[src/rtl/hdmi_tmds_decoder_pkg.sv]
// hdmi_pkg: shared definitions for the TMDS channel decoder.
//   TMDS_CTRL_00..11 : 10-bit control tokens, named by the {C1,C0} they carry
//   align_state_t    : word-aligner FSM state
//   tmds_is_ctrl()   : 1 when a 10-bit word is one of the four control tokens
package hdmi_pkg;

    localparam logic [9:0] TMDS_CTRL_00 = 10'h354;
    localparam logic [9:0] TMDS_CTRL_01 = 10'h0AB;
    localparam logic [9:0] TMDS_CTRL_10 = 10'h154;
    localparam logic [9:0] TMDS_CTRL_11 = 10'h2AB;

    typedef enum logic {
        ST_SEARCH = 1'b0,
        ST_LOCKED = 1'b1
    } align_state_t;

    function automatic logic tmds_is_ctrl(input logic [9:0] q);
        logic hit;
        case (q)
            TMDS_CTRL_00, TMDS_CTRL_01, TMDS_CTRL_10, TMDS_CTRL_11: hit = 1'b1;
            default:                                                hit = 1'b0;
        endcase
        return hit;
    endfunction

endpackage

[src/rtl/hdmi_tmds_decoder_if.sv]
// Character stream bundle between the channel deserializer and the video-timing stage.
//   raw_valid/raw_word : deserialized 10-bit word, bit 0 earliest on the wire
//   out_valid          : decoded character valid (only while locked)
//   data_out/de_out    : data byte and data-enable (data_out is 0 for control tokens)
//   ctrl_out           : {C1,C0} of the last control token
//   locked/offset      : aligner status and current slip offset (0-9)
// master = upstream/sink side, slave = the decoder.
interface hdmi_tmds_decoder_if;

    logic       raw_valid;
    logic [9:0] raw_word;
    logic       out_valid;
    logic [7:0] data_out;
    logic [1:0] ctrl_out;
    logic       de_out;
    logic       locked;
    logic [3:0] offset;

    modport master (
        output raw_valid, raw_word,
        input  out_valid, data_out, ctrl_out, de_out, locked, offset
    );

    modport slave (
        input  raw_valid, raw_word,
        output out_valid, data_out, ctrl_out, de_out, locked, offset
    );

endinterface

[src/rtl/hdmi_tmds_decoder_tmds_char_decode.sv]
// tmds_char_decode: combinational TMDS 10b -> 8b character decode.
//   q       : aligned 10-bit character
//   data    : decoded data byte (meaningful only when is_ctrl = 0)
//   ctrl    : {C1,C0} for a control token, 00 otherwise
//   is_ctrl : q is one of the four control tokens
module tmds_char_decode
    import hdmi_pkg::*;
(
    input  logic [9:0] q,
    output logic [7:0] data,
    output logic [1:0] ctrl,
    output logic       is_ctrl
);

    logic [7:0] qi;

    always_comb begin
        qi      = q[9] ? ~q[7:0] : q[7:0];
        data    = '0;
        data[0] = qi[0];
        for (int i = 1; i < 8; i++) begin
            data[i] = q[8] ? (qi[i] ^ qi[i-1]) : ~(qi[i] ^ qi[i-1]);
        end
    end

    always_comb begin
        case (q)
            TMDS_CTRL_00: ctrl = 2'b00;
            TMDS_CTRL_01: ctrl = 2'b01;
            TMDS_CTRL_10: ctrl = 2'b10;
            TMDS_CTRL_11: ctrl = 2'b11;
            default:      ctrl = 2'b00;
        endcase
        is_ctrl = tmds_is_ctrl(q);
    end

endmodule

[src/rtl/hdmi_tmds_decoder.sv]
// hdmi_tmds_decoder: per-channel TMDS word aligner and character decoder.
//   clk : TMDS character clock
//   rst : synchronous active-high reset
//   bus : hdmi_tmds_decoder_if.slave (raw words in, decoded characters and status out)
// Parameters: LOCK_COUNT tokens in a row to lock, SEARCH_WINDOW words per offset
// before slipping, MAX_GAP words without a token before dropping lock.
//
// state     | meaning
// ----------+-------------------------------------------------------------
// ST_SEARCH | hunting for LOCK_COUNT consecutive tokens, slipping offset
// ST_LOCKED | aligned; out_valid enabled, watching the token gap
module hdmi_tmds_decoder
    import hdmi_pkg::*;
#(
    parameter int LOCK_COUNT    = 8,
    parameter int SEARCH_WINDOW = 64,
    parameter int MAX_GAP       = 4096
) (
    input logic               clk,
    input logic               rst,
    hdmi_tmds_decoder_if.slave bus
);

    localparam int RUN_W = $clog2(LOCK_COUNT + 1);
    localparam int WIN_W = $clog2(SEARCH_WINDOW + 1);
    localparam int GAP_W = $clog2(MAX_GAP + 1);
    localparam logic [RUN_W-1:0] RUN_MAX = RUN_W'(LOCK_COUNT);
    localparam logic [WIN_W-1:0] WIN_MAX = WIN_W'(SEARCH_WINDOW);
    localparam logic [GAP_W-1:0] GAP_MAX = GAP_W'(MAX_GAP);

    align_state_t     state_q;
    logic [9:0]       prev_word;
    logic [3:0]       offset_q;
    logic             locked_q;
    logic [RUN_W-1:0] run_q, run_nxt;
    logic [WIN_W-1:0] win_q, win_nxt;
    logic [GAP_W-1:0] gap_q, gap_nxt;

    logic [19:0] cat;
    logic [9:0]  window;
    logic [7:0]  win_data_unused;
    logic [1:0]  win_ctrl_unused;
    logic        win_is_ctrl;

    logic       s1_valid, s2_valid;
    logic [9:0] s1_q;
    logic [7:0] dec_data, data_q;
    logic [1:0] dec_ctrl, ctrl_q;
    logic       dec_is_ctrl, de_q;

    // Earlier word in the low half so offset counts serial bits forward in time.
    assign cat    = {bus.raw_word, prev_word};
    assign window = cat[offset_q +: 10];

    tmds_char_decode u_win_dec (
        .q       (window),
        .data    (win_data_unused),
        .ctrl    (win_ctrl_unused),
        .is_ctrl (win_is_ctrl)
    );

    always_comb begin
        run_nxt = win_is_ctrl ? ((run_q == RUN_MAX) ? run_q : run_q + RUN_W'(1)) : '0;
        win_nxt = (win_q == WIN_MAX) ? win_q : win_q + WIN_W'(1);
        gap_nxt = win_is_ctrl ? '0 : ((gap_q == GAP_MAX) ? gap_q : gap_q + GAP_W'(1));
    end

    always_ff @(posedge clk) begin
        if (rst) begin
            state_q   <= ST_SEARCH;
            prev_word <= '0;
            offset_q  <= '0;
            locked_q  <= 1'b0;
            run_q     <= '0;
            win_q     <= '0;
            gap_q     <= '0;
        end else if (bus.raw_valid) begin
            prev_word <= bus.raw_word;
            case (state_q)
                ST_SEARCH: begin
                    // Lock takes priority over a window expiry on the same word.
                    if (run_nxt == RUN_MAX) begin
                        state_q  <= ST_LOCKED;
                        locked_q <= 1'b1;
                        gap_q    <= '0;
                        run_q    <= '0;
                        win_q    <= '0;
                    end else if (win_nxt == WIN_MAX) begin
                        offset_q <= (offset_q == 4'd9) ? 4'd0 : offset_q + 4'd1;
                        run_q    <= '0;
                        win_q    <= '0;
                    end else begin
                        run_q <= run_nxt;
                        win_q <= win_nxt;
                    end
                end
                ST_LOCKED: begin
                    if (gap_nxt == GAP_MAX) begin
                        state_q  <= ST_SEARCH;
                        locked_q <= 1'b0;
                        gap_q    <= '0;
                        run_q    <= '0;
                        win_q    <= '0;
                    end else begin
                        gap_q <= gap_nxt;
                    end
                end
                default: state_q <= ST_SEARCH;
            endcase
        end
    end

    tmds_char_decode u_s2_dec (
        .q       (s1_q),
        .data    (dec_data),
        .ctrl    (dec_ctrl),
        .is_ctrl (dec_is_ctrl)
    );

    // Bubbles propagate through the valid bits; payload registers hold.
    always_ff @(posedge clk) begin
        if (rst) begin
            s1_valid <= 1'b0;
            s1_q     <= '0;
            s2_valid <= 1'b0;
            data_q   <= '0;
            ctrl_q   <= '0;
            de_q     <= 1'b0;
        end else begin
            s1_valid <= bus.raw_valid;
            if (bus.raw_valid) begin
                s1_q <= window;
            end
            s2_valid <= s1_valid;
            if (s1_valid) begin
                de_q   <= ~dec_is_ctrl;
                data_q <= dec_is_ctrl ? 8'h00 : dec_data;
                if (dec_is_ctrl) begin
                    ctrl_q <= dec_ctrl;
                end
            end
        end
    end

    assign bus.out_valid = s2_valid & locked_q;
    assign bus.data_out  = data_q;
    assign bus.ctrl_out  = ctrl_q;
    assign bus.de_out    = de_q;
    assign bus.locked    = locked_q;
    assign bus.offset    = offset_q;

endmodule

[src/flat_wrapper.sv]
// flat-port wrapper written by rule: the top's interface ports become plain ports
module hdmi_tmds_decoder_flat import hdmi_pkg::*;
#(
    parameter int LOCK_COUNT    = 8,
    parameter int SEARCH_WINDOW = 64,
    parameter int MAX_GAP       = 4096
)
  (clk, rst, bus_raw_valid, bus_raw_word, bus_out_valid, bus_data_out, bus_ctrl_out, bus_de_out, bus_locked, bus_offset);
  hdmi_tmds_decoder_if bus_i ();
  input logic clk;
  input logic rst;
  input wire logic [$bits(bus_i.raw_valid)-1:0] bus_raw_valid;
  input wire logic [$bits(bus_i.raw_word)-1:0] bus_raw_word;
  output wire logic [$bits(bus_i.out_valid)-1:0] bus_out_valid;
  output wire logic [$bits(bus_i.data_out)-1:0] bus_data_out;
  output wire logic [$bits(bus_i.ctrl_out)-1:0] bus_ctrl_out;
  output wire logic [$bits(bus_i.de_out)-1:0] bus_de_out;
  output wire logic [$bits(bus_i.locked)-1:0] bus_locked;
  output wire logic [$bits(bus_i.offset)-1:0] bus_offset;
  assign bus_i.raw_valid = bus_raw_valid;
  assign bus_i.raw_word = bus_raw_word;
  assign bus_out_valid = bus_i.out_valid;
  assign bus_data_out = bus_i.data_out;
  assign bus_ctrl_out = bus_i.ctrl_out;
  assign bus_de_out = bus_i.de_out;
  assign bus_locked = bus_i.locked;
  assign bus_offset = bus_i.offset;
  hdmi_tmds_decoder #(.LOCK_COUNT(LOCK_COUNT), .SEARCH_WINDOW(SEARCH_WINDOW), .MAX_GAP(MAX_GAP)) u_core (.clk(clk), .rst(rst), .bus(bus_i));
endmodule
[config.mk]
export PLATFORM = sky130hd
export DESIGN_NAME = hdmi_tmds_decoder_flat
export DESIGN_NICKNAME = d
export VERILOG_FILES = /design/src/rtl/hdmi_tmds_decoder_pkg.sv /design/src/rtl/hdmi_tmds_decoder_if.sv /design/src/rtl/hdmi_tmds_decoder_tmds_char_decode.sv /design/src/rtl/hdmi_tmds_decoder.sv /design/src/flat_wrapper.sv
export SDC_FILE = /design/constraint.sdc
export NUM_CORES = 1
export LEC_CHECK = 0
export CORE_MARGIN = 4
export CORE_UTILIZATION = 40
export CTS_BUF_LIST = sky130_fd_sc_hd__clkbuf_4 sky130_fd_sc_hd__clkbuf_8
export DETAILED_ROUTE_END_ITERATION = 12
export SLEW_MARGIN = 20
export SYNTH_ARGS = -nofsm -noshare
export SYNTH_HDL_FRONTEND = slang
export SYNTH_SLANG_ARGS = --single-unit
[constraint.sdc]
create_clock -name clk -period 5.1 [get_ports clk]
set_input_delay 0.765 -clock clk [delete_from_list [all_inputs] [get_ports clk]]
set_output_delay 0.765 -clock clk [all_outputs]
set_load 0.02 [all_outputs]
* After elaboration in Yosys (flattened, before gate mapping)
Cells that the tools add are included. Widths: inputs -> output; s select.
Word-level totals: latch bits 0, ROM bits 0, memory bits (writable) 0, memories 0, bits of input ports 13, output and inout port bits 17, flip-flop bits (word level) 63
Cells by class: div/mod/pow operators 0, multiplexer cells 35, magnitude comparators 0, reduce and logical (&&, ||, !) cells 7, equality and inequality tests 17, bitwise logic cells 19, $mul 0, $add $sub $neg 4, shift operators 1
Operator list (count):
- $mux 13 | 4
- $eq 10x10->1 const B | 4
- $mux 7 | 4
- $eq 13x13->1 const B | 2
- $pmux 13 s2 | 1
- $mux 4 | 6
- $eq 10x8->1 const B | 2
- $eq 10x9->1 const B | 2
- $shiftx 20x5->10 | 1
- $mux 8 | 2
- $eq 7x7->1 const B | 2
- $pmux 7 s2 | 1
- $add 13x1->13 const B | 1
- $mux 1 | 13
- $eq 4x4->1 const B | 3
- $not 1->1 | 10
- $add 4x1->4 const B | 2
- $not 8->8 | 1
- $pmux 4 s2 | 1
- $reduce_or 4->1 | 2
- $add 7x1->7 const B | 1
- $xor 1x1->1 | 7
- $pmux 2 s3 | 1
- $reduce_and 2->1 | 3
- other kinds (6) | 7

* Longest topological paths before layout
word-level depth 8, depth in mapped cells 12, mapped depth without buffers 9

* Hierarchy
Synthesis repeated with hierarchy kept, for this count alone.
Unflattened totals: cells, all modules 491, area, all modules 4302.9 µm²
Modules (own cells, without submodules):
- hdmi_tmds_decoder | seq. area each 1261.2 µm², area an instance 3875.0 µm², cells an instance 441, instances 1
- tmds_char_decode (u_core.u_s2_dec) | seq. area each 0.0 µm², area an instance 216.5 µm², cells an instance 25, instances 1
- tmds_char_decode (u_core.u_win_dec) | seq. area each 0.0 µm², area an instance 211.5 µm², cells an instance 25, instances 1

* Least setup slack after synthesis
No wires, ideal clock.
path kind input -> register, from input bus_raw_word[5], to register u_core.gap_q[12], setup time 0.126 ns, required time 4.974 ns, cell stages on the path 8, buffers on the path 1, arrival 2.939 ns, path slack 2.035 ns, cells stage by stage mux4_2 > mux2i_1 > nand3_1 > a2111oi_2 > a32o_2 > nand3b_2 > buf_6 > o221ai_2
Between the ends: cells in the longest elaborated chain, start to end 8, elaborated cells between the ends (all ways) 15
Ends and longest elaborated chain:
- start: declaration | RTL line flat_wrapper.sv:13 | input wire logic [$bits(bus_i.raw_word)-1:0] bus_raw_word;
- $shiftx 20x5->10 * | RTL line hdmi_tmds_decoder.sv:53 | assign window = cat[offset_q +: 10];
- $eq 10x10->1, or another cell as far along | RTL line hdmi_tmds_decoder_pkg.sv:19 | case (q)
- $reduce_or 4->1 * | RTL line hdmi_tmds_decoder_pkg.sv:19
- $mux 1 * | RTL line hdmi_tmds_decoder_pkg.sv:19
- $mux 13 or $mux 4 (tied branches) | RTL line hdmi_tmds_decoder.sv:65, hdmi_tmds_decoder.sv:63
- $eq 13x13->1 or $eq 4x4->1 (tied branches) | RTL line hdmi_tmds_decoder.sv:98, hdmi_tmds_decoder.sv:82
- $mux 13 or $ne 2x1->1 (tied branches)
- $pmux 13 s2 or $reduce_and 2->1 (tied branches)
- end signal: assignment | RTL line hdmi_tmds_decoder.sv:105 | gap_q <= gap_nxt;
- end: declaration | RTL line hdmi_tmds_decoder.sv:37 | logic [GAP_W-1:0] gap_q, gap_nxt;
Every way passes the cells marked *; elsewhere a longest branch is shown, timed or not. A chain may end at the register's enable or synchronous reset.

* Worst setup path after layout
from input bus_raw_word[4], to register u_core.gap_q[10]
Same word-level chain as after synthesis.

==> qor.yml <==
run_status:
  status: "finished clean"
yosys:
  syn_nets: 537
  yosys.area.top_type: "dfxtp_1"
  synth_cells: 512
  ys_warn_count: 0
  synth_top_cell_area_share_pct: 27.38
  synth.area.top_cells: "dfxtp_1 (27%), mux4_2 (11%), mux2i_1 (5.2%)"
  async_flop_share_pct: 0
  avgSynthCellArea_sq_um: 8.995
  netlist_area_sq_um: 4606
  synth_cell_types: 71
  seq_area_frac_synth_pct: 27.38
  synth-edff-count: 0
  yosys_register_bits: 63
  synth_ff_type: "dfxtp_1"
final_layout:
  drive_above_1_share_pct: 14.20
  antenna_cells: 0
  final_nets: 548
  area_growth_pct: 10.89
  final_cell_mix: "dfxtp_1 (62), nor2_1 (41), nand2_1 (41), inv_1 (31), clkdlybuf4s50_1 (29)"
  final_common_cell: "dfxtp_1"
power:
  ir_worst_vdd_v: 0.0001367
  p_leak_uw: 0.001719
  powerDensity_nw_per_um2: 219.3
  power_uw: 1120
routing:
  drc: 0
  firstDrtPassIters: 5
  vias: 3907
  routed_via_density: 5.849
  drt_iter0_drc: 273
  wl_per_cell_microns: 15.90
  ant_nets: 0
  drt_wl_total_microns: 10620
timing:
  rsz0062_at_grt: "false"
  postLayoutSetupSlackWorst_ps: 1304
  hold-worst-slack_ps: 458.2
  setup_viol: 0
  fin_crit_sh_pct: 74.44
  slew_violations: 0
  fin_crit_ps: 3796
  max_slew.worst_pin.slew_ps: 791.5
  slew_headroom_pct: 47.22
  tns_ps: 0
  fin_skew_ps: 15.43
  hold_viol_final: 0
  max_clock_freq_mhz: 263.4
global_routing:
  grt_pass1_wl_microns: 18610
  grt_pass1_vias: 3810
  antenna_found_initial: 0
  grt_max_degree: 43
  grt-ovfl-total: 0
  grt_use_total_pct: 17.14
floorplan:
  coreArea_sq_um: 11030
  start_util_pct: 41.75
  die_y_microns: 115.3
  core.rowCount: 38
  die_w_microns: 115.3
  ios: 30
  die_area_sq_um: 13300
cts:
  clkTransAtPathRegs_ps: 70
  clock-root-buffer: "clkbuf_8"
  tritoncts: "yes"
  post_cts_buffers: 0
  h-tree-depth: 3
  ctsHoldBuffers: 0
  worstSkewPairLatency_ps: 360
  cts_sinks: 63
  cts_max_path_buffers: 2
  cts_made_buffers: 9
  post_cts_resized: 0
worst_setup_path:
  start_kind: "primary input"
  cp_max_fo: 12
  crit_type: "primary input to register"
  cp.arrival_ps: 4000
  critical_path_required_ps: 5300
  cp-end-kind: "register"
placement:
  place.port_buffers: 29
  place_congestion: 0.8777
  dp_slack_ps: 924.2
  hpwl_microns: 7720
min_path:
  holdCritPathClass: "register to register"
run:
  cap_violations: 0
cells by family (layout without fill, tap and decap cells):
group	Yosys count	after routing	share of synthesized area [%]
and+or+nand+nor	193	193	22.28
AOI/OAI and AO/OA	100	100	17.71
buffers and inverters	71	87	7.552
DFF	63	63	27.38
muxes	50	50	17.44
xor gates and xnor gates	23	23	4.374
adders and majority gates	12	12	3.260
routing by layer:
metal	vias to the layer above	GRT usage [%]	share of wire (%)
met4	0	5.556	1.5
li1	1930	-	-
met1	1855	22.91	46
met3	14	3.789	5.0
met2	108	27.58	47
met5	-	0	0
state kept, by name (all words and copies together), names as in the netlist, 2 cells and up:
signal and cells:
u_core.bus.ctrl_out 2, u_core.bus.data_out 8, u_core.bus.offset 4, u_core.gap_q 13
u_core.prev_word 10, u_core.run_q 4, u_core.s1_q 10, u_core.win_q 7
report_power, final:
group	switching, uW	leakage [uW]	internal (uW)
sequential	19.2	0.000514	508
combinational	69.1	0.00110	64.1
clock	218	0.000103	241
total	307	0.00172	813
per-stage QoR:
step           cell area (sq um)  instances  utilization, %
2_1_floorplan               4606        512               -
4_1_cts                     5106        668           46.29
3_3_place_gp                4900        652           44.42
3_5_place_dp                4900        652           44.42
5_1_grt                     5107        668           46.30
6_report                    5107        668           46.30
final timing paths:
path | endpoint | cells after the start | slack (ps) | startpoint
setup / recovery | u_core.gap_q[10] | 8 | 1300 | bus_raw_word[4]
hold reg to reg | u_core.bus.data_out[7] | 2 | 460 | u_core.bus.data_out[7]
setup reg to reg | u_core.gap_q[10] | 7 | 1450 | u_core.bus.offset[2]
hold / removal | u_core.bus.data_out[7] | 2 | 460 | u_core.bus.data_out[7]
cell usage after synthesis, types with 4 or more instances:
cell type / n
o221ai_2: 9
clkinv_1: 5
a211oi_1: 4
inv_1: 31
buf_2: 10
nor2_1: 41
o21ai_1: 5
clkbuf_1: 12
or2_2: 5
nor4_1: 7
o22ai_1: 8
xnor2_1: 16
nand4_1: 11
o221ai_1: 4
nand2_1: 41
nand3_1: 25
buf_6: 6
xor2_1: 7
o211ai_1: 7
o21ai_0: 7
nor3_1: 15
nand4b_1: 10
mux2i_1: 24
ha_1: 12
nor2b_1: 9
dfxtp_1: 63
and3_1: 4
a21oi_1: 24
mux4_2: 23
area by class of cell:
cell class,count,area (sq um)
Sequential cell,63,1262
Tap cell,140,175.2
Clock buffer,10,137.6
Fill cell,1071,5923
Multi-Input combinational cell,378,2997
Clock inverter,6,68.82
Timing Repair Buffer,34,327.8
Inverter,37,138.9
critical path, stage by stage:
cell and delay [ps]:
clkdlybuf4s50_1 520, mux4_2 510, mux2i_1 320, nand3_1 140
a2111oi_2 670, a221oi_4 210, o21ai_2 670, o22ai_1 180
Note: power is estimated with default switching activity, not from simulation.
